==> config.mk <==
export PLATFORM = sky130hd
export DESIGN_NAME = vga_video_out
export DESIGN_NICKNAME = d
export VERILOG_FILES = /design/src/rtl/vga_video_out.sv
export SDC_FILE = /design/constraint.sdc
export NUM_CORES = 1
export LEC_CHECK = 0
export CAP_MARGIN = 5
export CORE_MARGIN = 2
export CORE_UTILIZATION = 43
export DETAILED_ROUTE_END_ITERATION = 16
export GPL_ROUTABILITY_DRIVEN = 0
export GPL_TIMING_DRIVEN = 0
export PLACE_DENSITY_LB_ADDON = 0.08
export SETUP_SLACK_MARGIN = 0.05
export SLEW_MARGIN = 30
export SYNTH_ARGS = -nofsm -noshare
export SYNTH_HDL_FRONTEND = slang
export SYNTH_SLANG_ARGS = --single-unit
export TNS_END_PERCENT = 20
==> constraint.sdc <==
create_clock -name CLOCK_50 -period 4.5 [get_ports CLOCK_50]
set_clock_uncertainty 0.1 [all_clocks]
set_input_delay 1.125 -clock CLOCK_50 [delete_from_list [all_inputs] [get_ports CLOCK_50]]
set_output_delay 1.125 -clock CLOCK_50 [all_outputs]
set_load 0.01 [all_outputs]
==> src/rtl/vga_video_out.sv <==
// vga_video_out
// -----------------------------------------------------------------------------
// VGA output stage between a pixel source and the board DAC pins.
// Divides CLOCK_50 into a pixel-enable (pix_ce), runs programmable horizontal
// and vertical timing counters, publishes the current coordinate as a pixel
// request, and re-aligns the returned pixel data with sync and blank through a
// delay line matched to the source latency.
//
// Optional feature macro: VGA_TEST_PATTERN_EN
//   defined   -> adds input TEST_PATTERN; while high, the output stage shows
//                eight vertical colour bars instead of source data.
//   undefined -> no TEST_PATTERN port, output is always source data.
//
// Ports
//   CLOCK_50            in   sole clock
//   RESET_N             in   asynchronous, active-low reset
//   PIX_X / PIX_Y       out  current horizontal / vertical count
//   PIX_REQ             out  high while (PIX_X, PIX_Y) is inside the active area
//   PIX_R/G/B           in   source pixel data, PIX_LATENCY slots after request
//   TEST_PATTERN        in   colour-bar select (VGA_TEST_PATTERN_EN builds only)
//   FRAME_START         out  one-cycle pulse when the counters wrap to (0,0)
//   VGA_R/G/B           out  8-bit DAC colour
//   VGA_HS / VGA_VS     out  syncs, polarity set by HS_POL / VS_POL
//   VGA_BLANK_N         out  low outside active video
//   VGA_SYNC_N          out  constant 0
//   VGA_CLK             out  DAC pixel clock
// -----------------------------------------------------------------------------
module vga_video_out #(
  parameter int   H_ACTIVE    = 640,
  parameter int   H_FP        = 16,
  parameter int   H_SYNC      = 96,
  parameter int   H_BP        = 48,
  parameter int   V_ACTIVE    = 480,
  parameter int   V_FP        = 10,
  parameter int   V_SYNC      = 2,
  parameter int   V_BP        = 33,
  parameter logic HS_POL      = 1'b0,
  parameter logic VS_POL      = 1'b0,
  parameter int   CLK_DIV     = 2,
  parameter int   COLOR_BITS  = 8,
  parameter int   PIX_LATENCY = 2,
  localparam int  H_TOTAL     = H_ACTIVE + H_FP + H_SYNC + H_BP,
  localparam int  V_TOTAL     = V_ACTIVE + V_FP + V_SYNC + V_BP,
  localparam int  XW          = $clog2(H_TOTAL),
  localparam int  YW          = $clog2(V_TOTAL)
) (
  input  logic                  CLOCK_50,
  input  logic                  RESET_N,
  output logic [XW-1:0]         PIX_X,
  output logic [YW-1:0]         PIX_Y,
  output logic                  PIX_REQ,
`ifdef VGA_TEST_PATTERN_EN
  input  logic                  TEST_PATTERN,
`endif
  input  logic [COLOR_BITS-1:0] PIX_R,
  input  logic [COLOR_BITS-1:0] PIX_G,
  input  logic [COLOR_BITS-1:0] PIX_B,
  output logic                  FRAME_START,
  output logic [7:0]            VGA_R,
  output logic [7:0]            VGA_G,
  output logic [7:0]            VGA_B,
  output logic                  VGA_HS,
  output logic                  VGA_VS,
  output logic                  VGA_BLANK_N,
  output logic                  VGA_SYNC_N,
  output logic                  VGA_CLK
);

  localparam int DW = $clog2(CLK_DIV);

  // Timing boundaries sized to the counters; every one of them is below the
  // line/frame total, so the casts never truncate.
  localparam logic [DW-1:0] DIV_LAST  = DW'(CLK_DIV - 1);
  localparam logic [DW-1:0] DIV_HALF  = DW'(CLK_DIV / 2);
  localparam logic [XW-1:0] H_LAST    = XW'(H_TOTAL - 1);
  localparam logic [XW-1:0] H_ACT_X   = XW'(H_ACTIVE);
  localparam logic [XW-1:0] HS_START  = XW'(H_ACTIVE + H_FP);
  localparam logic [XW-1:0] HS_END    = XW'(H_ACTIVE + H_FP + H_SYNC);
  localparam logic [YW-1:0] V_LAST    = YW'(V_TOTAL - 1);
  localparam logic [YW-1:0] V_ACT_Y   = YW'(V_ACTIVE);
  localparam logic [YW-1:0] VS_START  = YW'(V_ACTIVE + V_FP);
  localparam logic [YW-1:0] VS_END    = YW'(V_ACTIVE + V_FP + V_SYNC);

`ifdef VGA_TEST_PATTERN_EN
  localparam int DLW = 3 + XW;
`else
  localparam int DLW = 3;
`endif

  // Bit replication that MSB-aligns a COLOR_BITS channel to 8 bits, so full
  // scale in maps to full scale out (e.g. 3'b101 -> 8'hB6).
  function automatic logic [7:0] expand(input logic [COLOR_BITS-1:0] c);
    logic [7:0] e;
    for (int i = 0; i < 8; i++) begin
      e[7-i] = c[COLOR_BITS-1-(i % COLOR_BITS)];
    end
    return e;
  endfunction

  // ---------------------------------------------------------------------------
  // Pixel-enable divider and timing counters
  // ---------------------------------------------------------------------------
  logic [DW-1:0] div_cnt_q, div_cnt_d;
  logic [XW-1:0] h_cnt_q, h_cnt_d;
  logic [YW-1:0] v_cnt_q, v_cnt_d;
  logic          frame_start_q, frame_start_d;
  logic          vga_clk_q, vga_clk_d;
  logic          pix_ce;
  logic          h_wrap;
  logic          v_wrap;
  logic          hsync_raw;
  logic          vsync_raw;

  assign pix_ce = (div_cnt_q == DIV_LAST);
  assign h_wrap = (h_cnt_q == H_LAST);
  assign v_wrap = (v_cnt_q == V_LAST);

  always_comb begin
    div_cnt_d     = pix_ce ? '0 : div_cnt_q + 1'b1;
    h_cnt_d       = h_cnt_q;
    v_cnt_d       = v_cnt_q;
    if (pix_ce) begin
      if (h_wrap) begin
        h_cnt_d = '0;
        v_cnt_d = v_wrap ? '0 : v_cnt_q + 1'b1;
      end else begin
        h_cnt_d = h_cnt_q + 1'b1;
      end
    end
    frame_start_d = pix_ce && h_wrap && v_wrap;
    // Computed from the next divider value so the registered clock tracks
    // div_cnt without lag: it is low right after pix_ce, which keeps output
    // register updates away from the DAC's rising edge.
    vga_clk_d     = (div_cnt_d >= DIV_HALF);
  end

  assign PIX_REQ   = (h_cnt_q < H_ACT_X) && (v_cnt_q < V_ACT_Y);
  assign hsync_raw = (h_cnt_q >= HS_START) && (h_cnt_q < HS_END);
  assign vsync_raw = (v_cnt_q >= VS_START) && (v_cnt_q < VS_END);

  // ---------------------------------------------------------------------------
  // Latency-matching delay line. PIX_LATENCY registers here plus the output
  // register give PIX_LATENCY+1 stages from request to pins.
  // ---------------------------------------------------------------------------
  logic [DLW-1:0] dly_in;
  logic [DLW-1:0] dly_out;

`ifdef VGA_TEST_PATTERN_EN
  assign dly_in = {h_cnt_q, PIX_REQ, vsync_raw, hsync_raw};
`else
  assign dly_in = {PIX_REQ, vsync_raw, hsync_raw};
`endif

  if (PIX_LATENCY == 0) begin : g_no_dly
    assign dly_out = dly_in;
  end else begin : g_dly
    logic [DLW-1:0] dly_q [PIX_LATENCY];
    logic [DLW-1:0] dly_d [PIX_LATENCY];

    always_comb begin
      for (int i = 0; i < PIX_LATENCY; i++) begin
        dly_d[i] = dly_q[i];
      end
      if (pix_ce) begin
        dly_d[0] = dly_in;
        for (int i = 1; i < PIX_LATENCY; i++) begin
          dly_d[i] = dly_q[i-1];
        end
      end
    end

    always_ff @(posedge CLOCK_50 or negedge RESET_N) begin
      if (!RESET_N) begin
        for (int i = 0; i < PIX_LATENCY; i++) begin
          dly_q[i] <= '0;
        end
      end else begin
        for (int i = 0; i < PIX_LATENCY; i++) begin
          dly_q[i] <= dly_d[i];
        end
      end
    end

    assign dly_out = dly_q[PIX_LATENCY-1];
  end

  logic hs_dly;
  logic vs_dly;
  logic req_dly;

  assign hs_dly  = dly_out[0];
  assign vs_dly  = dly_out[1];
  assign req_dly = dly_out[2];

`ifdef VGA_TEST_PATTERN_EN
  logic [XW-1:0] x_dly;
  logic [2:0]    bar;

  assign x_dly = dly_out[DLW-1:3];
  // x < H_ACTIVE whenever req_dly is set, so the bar index stays in 0..7.
  assign bar   = 3'((32'(x_dly) * 32'd8) / 32'(H_ACTIVE));
`endif

  // ---------------------------------------------------------------------------
  // Output registers
  // ---------------------------------------------------------------------------
  logic       vga_hs_q, vga_hs_d;
  logic       vga_vs_q, vga_vs_d;
  logic       vga_blank_n_q, vga_blank_n_d;
  logic [7:0] vga_r_q, vga_r_d;
  logic [7:0] vga_g_q, vga_g_d;
  logic [7:0] vga_b_q, vga_b_d;

  always_comb begin
    vga_hs_d      = vga_hs_q;
    vga_vs_d      = vga_vs_q;
    vga_blank_n_d = vga_blank_n_q;
    vga_r_d       = vga_r_q;
    vga_g_d       = vga_g_q;
    vga_b_d       = vga_b_q;
    if (pix_ce) begin
      vga_hs_d      = hs_dly ^ ~HS_POL;
      vga_vs_d      = vs_dly ^ ~VS_POL;
      vga_blank_n_d = req_dly;
      if (req_dly) begin
        vga_r_d = expand(PIX_R);
        vga_g_d = expand(PIX_G);
        vga_b_d = expand(PIX_B);
`ifdef VGA_TEST_PATTERN_EN
        // Bar order white, yellow, cyan, green, magenta, red, blue, black:
        // each channel is a single bit of the inverted bar index.
        if (TEST_PATTERN) begin
          vga_r_d = {8{~bar[1]}};
          vga_g_d = {8{~bar[2]}};
          vga_b_d = {8{~bar[0]}};
        end
`endif
      end else begin
        // Source data is ignored in blank slots, whatever its value.
        vga_r_d = 8'h00;
        vga_g_d = 8'h00;
        vga_b_d = 8'h00;
      end
    end
  end

  always_ff @(posedge CLOCK_50 or negedge RESET_N) begin
    if (!RESET_N) begin
      div_cnt_q     <= '0;
      h_cnt_q       <= '0;
      v_cnt_q       <= '0;
      frame_start_q <= 1'b0;
      vga_clk_q     <= 1'b0;
      vga_hs_q      <= ~HS_POL;
      vga_vs_q      <= ~VS_POL;
      vga_blank_n_q <= 1'b0;
      vga_r_q       <= 8'h00;
      vga_g_q       <= 8'h00;
      vga_b_q       <= 8'h00;
    end else begin
      div_cnt_q     <= div_cnt_d;
      h_cnt_q       <= h_cnt_d;
      v_cnt_q       <= v_cnt_d;
      frame_start_q <= frame_start_d;
      vga_clk_q     <= vga_clk_d;
      vga_hs_q      <= vga_hs_d;
      vga_vs_q      <= vga_vs_d;
      vga_blank_n_q <= vga_blank_n_d;
      vga_r_q       <= vga_r_d;
      vga_g_q       <= vga_g_d;
      vga_b_q       <= vga_b_d;
    end
  end

  assign PIX_X       = h_cnt_q;
  assign PIX_Y       = v_cnt_q;
  assign FRAME_START = frame_start_q;
  assign VGA_CLK     = vga_clk_q;
  assign VGA_HS      = vga_hs_q;
  assign VGA_VS      = vga_vs_q;
  assign VGA_BLANK_N = vga_blank_n_q;
  assign VGA_R       = vga_r_q;
  assign VGA_G       = vga_g_q;
  assign VGA_B       = vga_b_q;
  assign VGA_SYNC_N  = 1'b0;

endmodule
==> reports/metrics.csv, run 1 <==
stage;metric;value;unit
outcome;status;finished clean;
global_route;antenna_found_initial;0;
synth;netlist_instances;241;
floorplanning;coreArea;5540;µm²
routing;wl_per_cell;14.1;µm
worst_setup_path;crit_buf_inv;2;
synth;synth_ff_type;dfrtp_1;
sta;timing.fmax;0.308;GHz
sta;setup_violations;0;
sta;grt_setup_unrepaired;false;
cells_and_area;area_growth;39.6;%
routing;vias;2019;
worst_setup_path;reg2reg_from;PIX_X[1];
placed_design;dpl_worst_slack;1.55;ns
synth;synth_area_per_cell;10.2;µm²
worst_setup_path;crit_family;buffers and inverters;
worst_setup_path;startpoint;PIX_X[7];
power;p_leak;1.52;nW
worst_setup_path;crit_end;PIX_REQ;
synth;async_flop_share;100;%
routing;wirelength;5600;µm
worst_setup_path;rr_worst_depth;5;
cells_and_area;fin_nets;354;
worst_setup_path;cp.arrival;2.02;ns
worst_setup_path;slowest_stage;clkdlybuf4s50_1;
clock_network;path_clk_slew;0.09;ns
cells_and_area;drive_gt1_share;7.69;%
clock_network;cts_tree;built;
routing;drtPass1Iterations;6;
worst_setup_path;cp.depth;4;
floorplanning;ios;77;
placed_design;placed_cell_area;3330;µm²
routing;ant_nets;0;
synth;yosysTopAreaCellShare;53.8;%
clock_network;clock_latency;0.31;ns
global_route;track_usage;19.3;%
synth;synth_most_common_cell;dfrtp_1;
synth;synth_area_leaders;dfrtp_1 54%, nand3_1 7.1%, o21ai_0 6.1%, inv_1 4.7%, xnor2_1 3.2%;
worst_setup_path;required;3.27;ns
routing;drcViolationCount;0;
power;power_density;269;nW/µm²
run;drv_cap;0;
synth;synth_commonest_cells;53 x dfrtp_1, 35 x nand3_1, 31 x inv_1;
sta;fin_setup_tns;0;ns
clock_network;postCtsSetupBuffers;0;
sta;period_needed;3.25;ns
min_path;hp-class;register to register;
worst_setup_path;critPathMaxFanout;10;
global_route;grt_pass1_vias;2030;
clock_network;cts_hold_buf;0;
clock_network;htree_levels;2;
floorplanning;die_w;79.8;µm
floorplanning;start_util;44.5;%
cells_and_area;fillers;473;
sta;finalHoldViolCount;0;
floorplanning;design.die.area;6360;µm²
clock_network;post_cts_resized;0;
worst_setup_path;reg2reg_slack;2.47;ns
synth;ys_types;41;
cells_and_area;final_area;3440;µm²
synth;syn_area;2470;µm²
clock_network;cts_sinks;55;
synth;yosys_warnings;0;
power;peakVddDrop;0.201;mV
sta;hold-worst-slack;0.333;ns
worst_setup_path;crit_path_start_kind;register;
synth;ys_seq_area_share;55.9;%
clock_network;cts_root_buf;clkbuf_8;
clock_network;cts_made_buffers;5;
floorplanning;die_h;79.8;µm
sta;tightest_slew;0.694;ns
synth;synth_edf_count;0;
routing;drt-initial-drc-count;119;
synth;yosys.area.top_type;dfrtp_1;
synth;synth.ff_latch_count;55;
worst_setup_path;cp_cell_sequence;clkbuf_1, o21a_1, nor3_1, clkdlybuf4s50_1;
clock_network;cts_buffer_depth;2;
placed_design;port_buffers;75;
routing;via_per_inst;5.09;
synth;syn_nets;271;
sta;fin_ws;1.25;ns
global_route;grt_start_max_net_pins;37;
global_route;grt_pass1_wl;9630;µm
placed_design;dp_hpwl;4080;µm
global_route;grt_overflow_total;0;
worst_setup_path;critPathCaptureType;output port;
worst_setup_path;r2r_end;PIX_Y[1];
worst_setup_path;worstSetupPathType;register to output port;
cells_and_area;antenna_cells;0;
floorplanning;rows;27;
sta;maxSlewViolCount;0;
sta;slew_headroom;53.3;%
worst_setup_path;slowest_delay;0.60;ns
sta;fin_crit_sh;72.2;%
-- worst min-delay path by stage --
stage                           from      to  slack, ns  cells past startpoint
after floorplan           dly_out[0]  VGA_HS       0.29                      1
after global placement    dly_out[0]  VGA_HS       0.31                      1
after detailed placement  dly_out[1]  VGA_VS       0.31                      1
after CTS                 dly_out[0]  VGA_HS       0.34                      1
after global routing      dly_out[0]  VGA_HS       0.36                      1
final                     dly_out[0]  VGA_HS       0.33                      1
-- cells in the final DEF (no fill, tap or decap), types with 2 or more instances in the layout --
cell type | netlist | layout
a21o_1 | 2 | 2
and2_1 | 2 | 2
and3_1 | 3 | 3
buf_1 | 2 | 2
buf_4 | 1 | 2
clkbuf_1 | 9 | 9
clkbuf_8 | 0 | 6
clkdlybuf4s50_1 | 0 | 74
dfrtp_1 | 53 | 53
dfstp_2 | 2 | 2
ha_1 | 4 | 4
inv_1 | 31 | 31
mux2_2 | 5 | 5
mux2i_1 | 2 | 2
nand2_1 | 8 | 8
nand2b_1 | 2 | 2
nand3_1 | 35 | 35
nand4_1 | 6 | 6
nor2_1 | 5 | 5
nor3_1 | 5 | 5
nor4_1 | 4 | 4
o21a_1 | 2 | 2
o21ai_0 | 30 | 30
xnor2_1 | 9 | 9
-- metrics by stage --
stage | total power [W] | util (%) | instances
2_1_floorplan | 0.000538 | - | 241
3_3_place_gp | 0.000594 | 59.7 | 388
3_5_place_dp | 0.000598 | 60.0 | 389
4_1_cts | 0.000936 | 62.2 | 397
5_1_grt | 0.000967 | 62.2 | 397
6_report | 0.000925 | 62.2 | 397
-- cells by family (layout without fill, tap and decap cells) --
kind of cell	Yosys count	in the layout	synth area share (%)
adder cells (fa/ha/maj)	4	4	2.03
other	1	1	0.152
AO/OA/AOI/OAI	43	43	10.2
AND/OR/NAND/NOR	78	78	18.4
XOR/XNOR	10	10	3.55
multiplexers	7	7	3.09
flip-flops	55	55	55.9
buffers and inverters	43	127	6.69
-- power by group --
part | total, W | switching, W | internal, W
sequential | 0.000511 | 0.00000580 | 0.000505
combinational | 0.0000754 | 0.0000296 | 0.0000458
clock | 0.000339 | 0.000159 | 0.000180
-- state kept, by name (all words and copies together), names as in the netlist, 3 cells and up --
register / cells
PIX_Y: 10
VGA_R: 8
VGA_G: 8
dly_out: 3
PIX_X: 10
VGA_B: 8
g_dly.dly_q: 3
-- layout make-up --
type | instances | area [µm²] | share of cell area (%)
tap | 72 | 90.1 | 2.62
multi-input combinational | 143 | 923 | 26.8
clock buffer | 6 | 82.6 | 2.40
buffer | 12 | 48.8 | 1.42
inverter | 31 | 116 | 3.38
sequential | 55 | 1380 | 40.0
timing repair buffer | 76 | 768 | 22.3
clock inverter | 2 | 35.0 | 1.02
-- layer usage --
metal	part of all wire [%]	GRT usage, %	vias to the layer above
met5	0	0	-
met3	5.6	4.64	5
met2	47	30.8	53
li1	-	-	994
met1	47	26.6	967
met4	0.75	4.58	0
Note: power is estimated with default switching activity, not from simulation.
==> run 2: changes to the inputs <==
--- a/config.mk
+++ b/config.mk
@@ -7,7 +7,7 @@
 export LEC_CHECK = 0
 export CAP_MARGIN = 5
 export CORE_MARGIN = 2
-export CORE_UTILIZATION = 43
+export CORE_UTILIZATION = 42
 export DETAILED_ROUTE_END_ITERATION = 16
 export GPL_ROUTABILITY_DRIVEN = 0
 export GPL_TIMING_DRIVEN = 0
==> constraint.sdc (replaced) <==
create_clock -name CLOCK_50 -period 2.75 [get_ports CLOCK_50]
set_clock_uncertainty 0.1 [all_clocks]
set_input_delay 0.6875 -clock CLOCK_50 [delete_from_list [all_inputs] [get_ports CLOCK_50]]
set_output_delay 0.6875 -clock CLOCK_50 [all_outputs]
set_load 0.01 [all_outputs]
==> reports/metrics.csv, run 2 (synthesized netlist as in run 1, its figures left out) <==
stage;metric;value;unit;change
routing;met2WireLength;2420;µm;-7.4%
routing;top_layer;met4;;
clock_network;cts_buffer_depth;2;;unchanged
routing;dr_wl_met3;292;µm;-6.4%
routing;met1_length;2710;µm;+2.8%
cells_and_area;layout_common_cells;73 x clkdlybuf4s50_1, 53 x dfrtp_1, 35 x nand3_1;;
routing;drt-initial-drc-count;104;;-13%
cells_and_area;fin_nets;354;;unchanged
worst_setup_path;slowest_delay;0.38;ns;-0.22 ns
global_route;grt_start_max_net_pins;31;;-16%
sta;period_needed;2.28;ns;
global_route;grt_pass1_vias;1916;;-5.6%
worst_setup_path;cp_cell_sequence;clkbuf_2, o21a_1, nor3_2, dlymetal6s2s_1;;
worst_setup_path;critPathCaptureType;output port;;
floorplanning;coreArea;5570;µm²;+0.61%
clock_network;cts_sinks;55;;unchanged
sta;hold-worst-slack;0.178;ns;-0.155 ns
sta;tightest_slew;0.709;ns;+0.0152 ns
sta;finalHoldViolCount;0;;unchanged
routing;ant_nets;0;;unchanged
routing;via_per_inst;5.09;;about the same
sta;fin_crit_sh;82.8;%;
cells_and_area;antenna_cells;0;;unchanged
floorplanning;rows;27;;unchanged
worst_setup_path;worstSetupPathType;register to output port;;
global_route;grt_pass1_wl;9340;µm;-2.9%
sta;maxSlewViolCount;0;;unchanged
cells_and_area;drive_gt1_share;8.00;%;+0.31 points
global_route;antenna_found_initial;0;;unchanged
global_route;track_usage;18.4;%;-0.89 points
power;peakVddDrop;0.248;mV;+23%
clock_network;cts_tree;built;;
clock_network;path_clk_slew;0.10;ns;about the same
worst_setup_path;slowest_stage;dfrtp_1;;
placed_design;dp_hpwl;4000;µm;-2.0%
routing;drtPass1Iterations;4;;-2
routing;drcViolationCount;0;;unchanged
sta;slew_headroom;52.3;%;-1.0 points
power;p_leak;1.50;nW;-1.0%
routing;wl_per_cell;13.8;µm;-2.5%
sta;grt_setup_unrepaired;false;;
floorplanning;start_util;44.3;%;-0.27 points
placed_design;placedCellCount;389;;unchanged
clock_network;cts_made_buffers;5;;unchanged
floorplanning;die_w;80.6;µm;+1.1%
clock_network;clock_latency;0.31;ns;about the same
worst_setup_path;required;1.96;ns;-1.31 ns
worst_setup_path;critPathMaxFanout;10;;unchanged
cells_and_area;area_growth;38.6;%;
global_route;grt_overflow_total;0;;unchanged
min_path;hp-class;primary input to asynchronous set/reset pin;;
worst_setup_path;cp.arrival;1.49;ns;-0.53 ns
outcome;status;finished clean;;
sta;timing.fmax;0.439;GHz;
placed_design;port_buffers;75;;unchanged
clock_network;cts_root_buf;clkbuf_8;;
power;total_power;0.00140;W;+51%
sta;setup_violations;0;;unchanged
routing;wirelength;5460;µm;-2.5%
clock_network;htree_levels;2;;unchanged
clock_network;cts_hold_buf;0;;unchanged
routing;vias;2020;;+0.050%
cells_and_area;fin_cells;397;;unchanged
floorplanning;design.die.area;6500;µm²;+2.3%
worst_setup_path;crit_path_start_kind;register;;
floorplanning;die_h;80.6;µm;+1.1%
floorplanning;ios;77;;unchanged
cells_and_area;final_common_cell;clkdlybuf4s50_1;;
run;drv_cap;0;;unchanged
power;power_density;408;nW/µm²;+52%
worst_setup_path;reg2reg_slack;0.66;ns;-1.81 ns
## run 2: cell count changes in the layout (fill, tap and decap cells not counted)
cell,previous run,this run
bufinv_16,1,0
clkbuf_2,0,1
clkbuf_8,6,5
clkdlybuf4s50_1,74,73
clkinvlp_4,0,1
dlymetal6s2s_1,0,1
nor3_1,5,4
nor3_2,0,1
## run 2: cell type report
| cell class | count | area [µm²] |
|---|---|---|
| buffer | 12 | 50.0 |
| clock buffer | 6 | 72.6 |
| clock inverter | 2 | 12.5 |
| fill | 492 | 2150 |
| inverter | 31 | 116 |
| multi-input combinational | 143 | 928 |
| sequential | 55 | 1380 |
| tap | 72 | 90.1 |
| timing repair buffer | 76 | 771 |
## run 2: what timing repair did
action,CTS,global route
gates resized for setup,2,1
endpoints found under the setup margin,1,1
pin swaps,0,0
setup buffers,0,0
## run 2: path summary, 6_finish.rpt
kind,end,depth (start not counted),from
hold reg to reg,VGA_HS,1,dly_out[0]
max in group asynchronous,VGA_VS,2,RESET_N
min in group CLOCK_50,VGA_HS,1,dly_out[0]
hold / removal,PIX_X[2],1,RESET_N
setup reg to reg,PIX_Y[1],5,PIX_X[1]
setup / recovery,PIX_REQ,4,PIX_X[7]
## run 2: stage by stage
step / worst slack [ns] / area (µm²) / util, % / setup TNS, ns
global route: 0.363 / 3420 / 61.3 / 0
detailed placement: 0.246 / 3330 / 59.7 / 0
CTS: 0.0601 / 3420 / 61.3 / 0
floorplan: 0.844 / 2470 / - / 0
global placement: -0.835 / 3310 / 59.3 / -44.56
finish: 0.473 / 3420 / 61.3 / 0
## run 2: critical path, delay by kind of cell, from the launching register on
family | cells | cell delay [ns]
flops | 1 | 0.38
buf+inv | 2 | 0.39
simple gates | 1 | 0.17
compound gates | 1 | 0.24
## run 2: power by group
group          total, W  leakage, nW  internal (W)  switching (W)
Sequential     0.000835        0.676      0.000826     0.00000902
Combinational  0.000123        0.785     0.0000748      0.0000479
Clock          0.000439       0.0412      0.000179       0.000260
## run 2: routing by layer
metal  global-route usage, %  vias to the layer above
met5                       0                        -
met4                    4.07                        0
met3                    4.61                        4
met2                    27.8                       45
met1                    26.6                      970
li1                        -                     1001
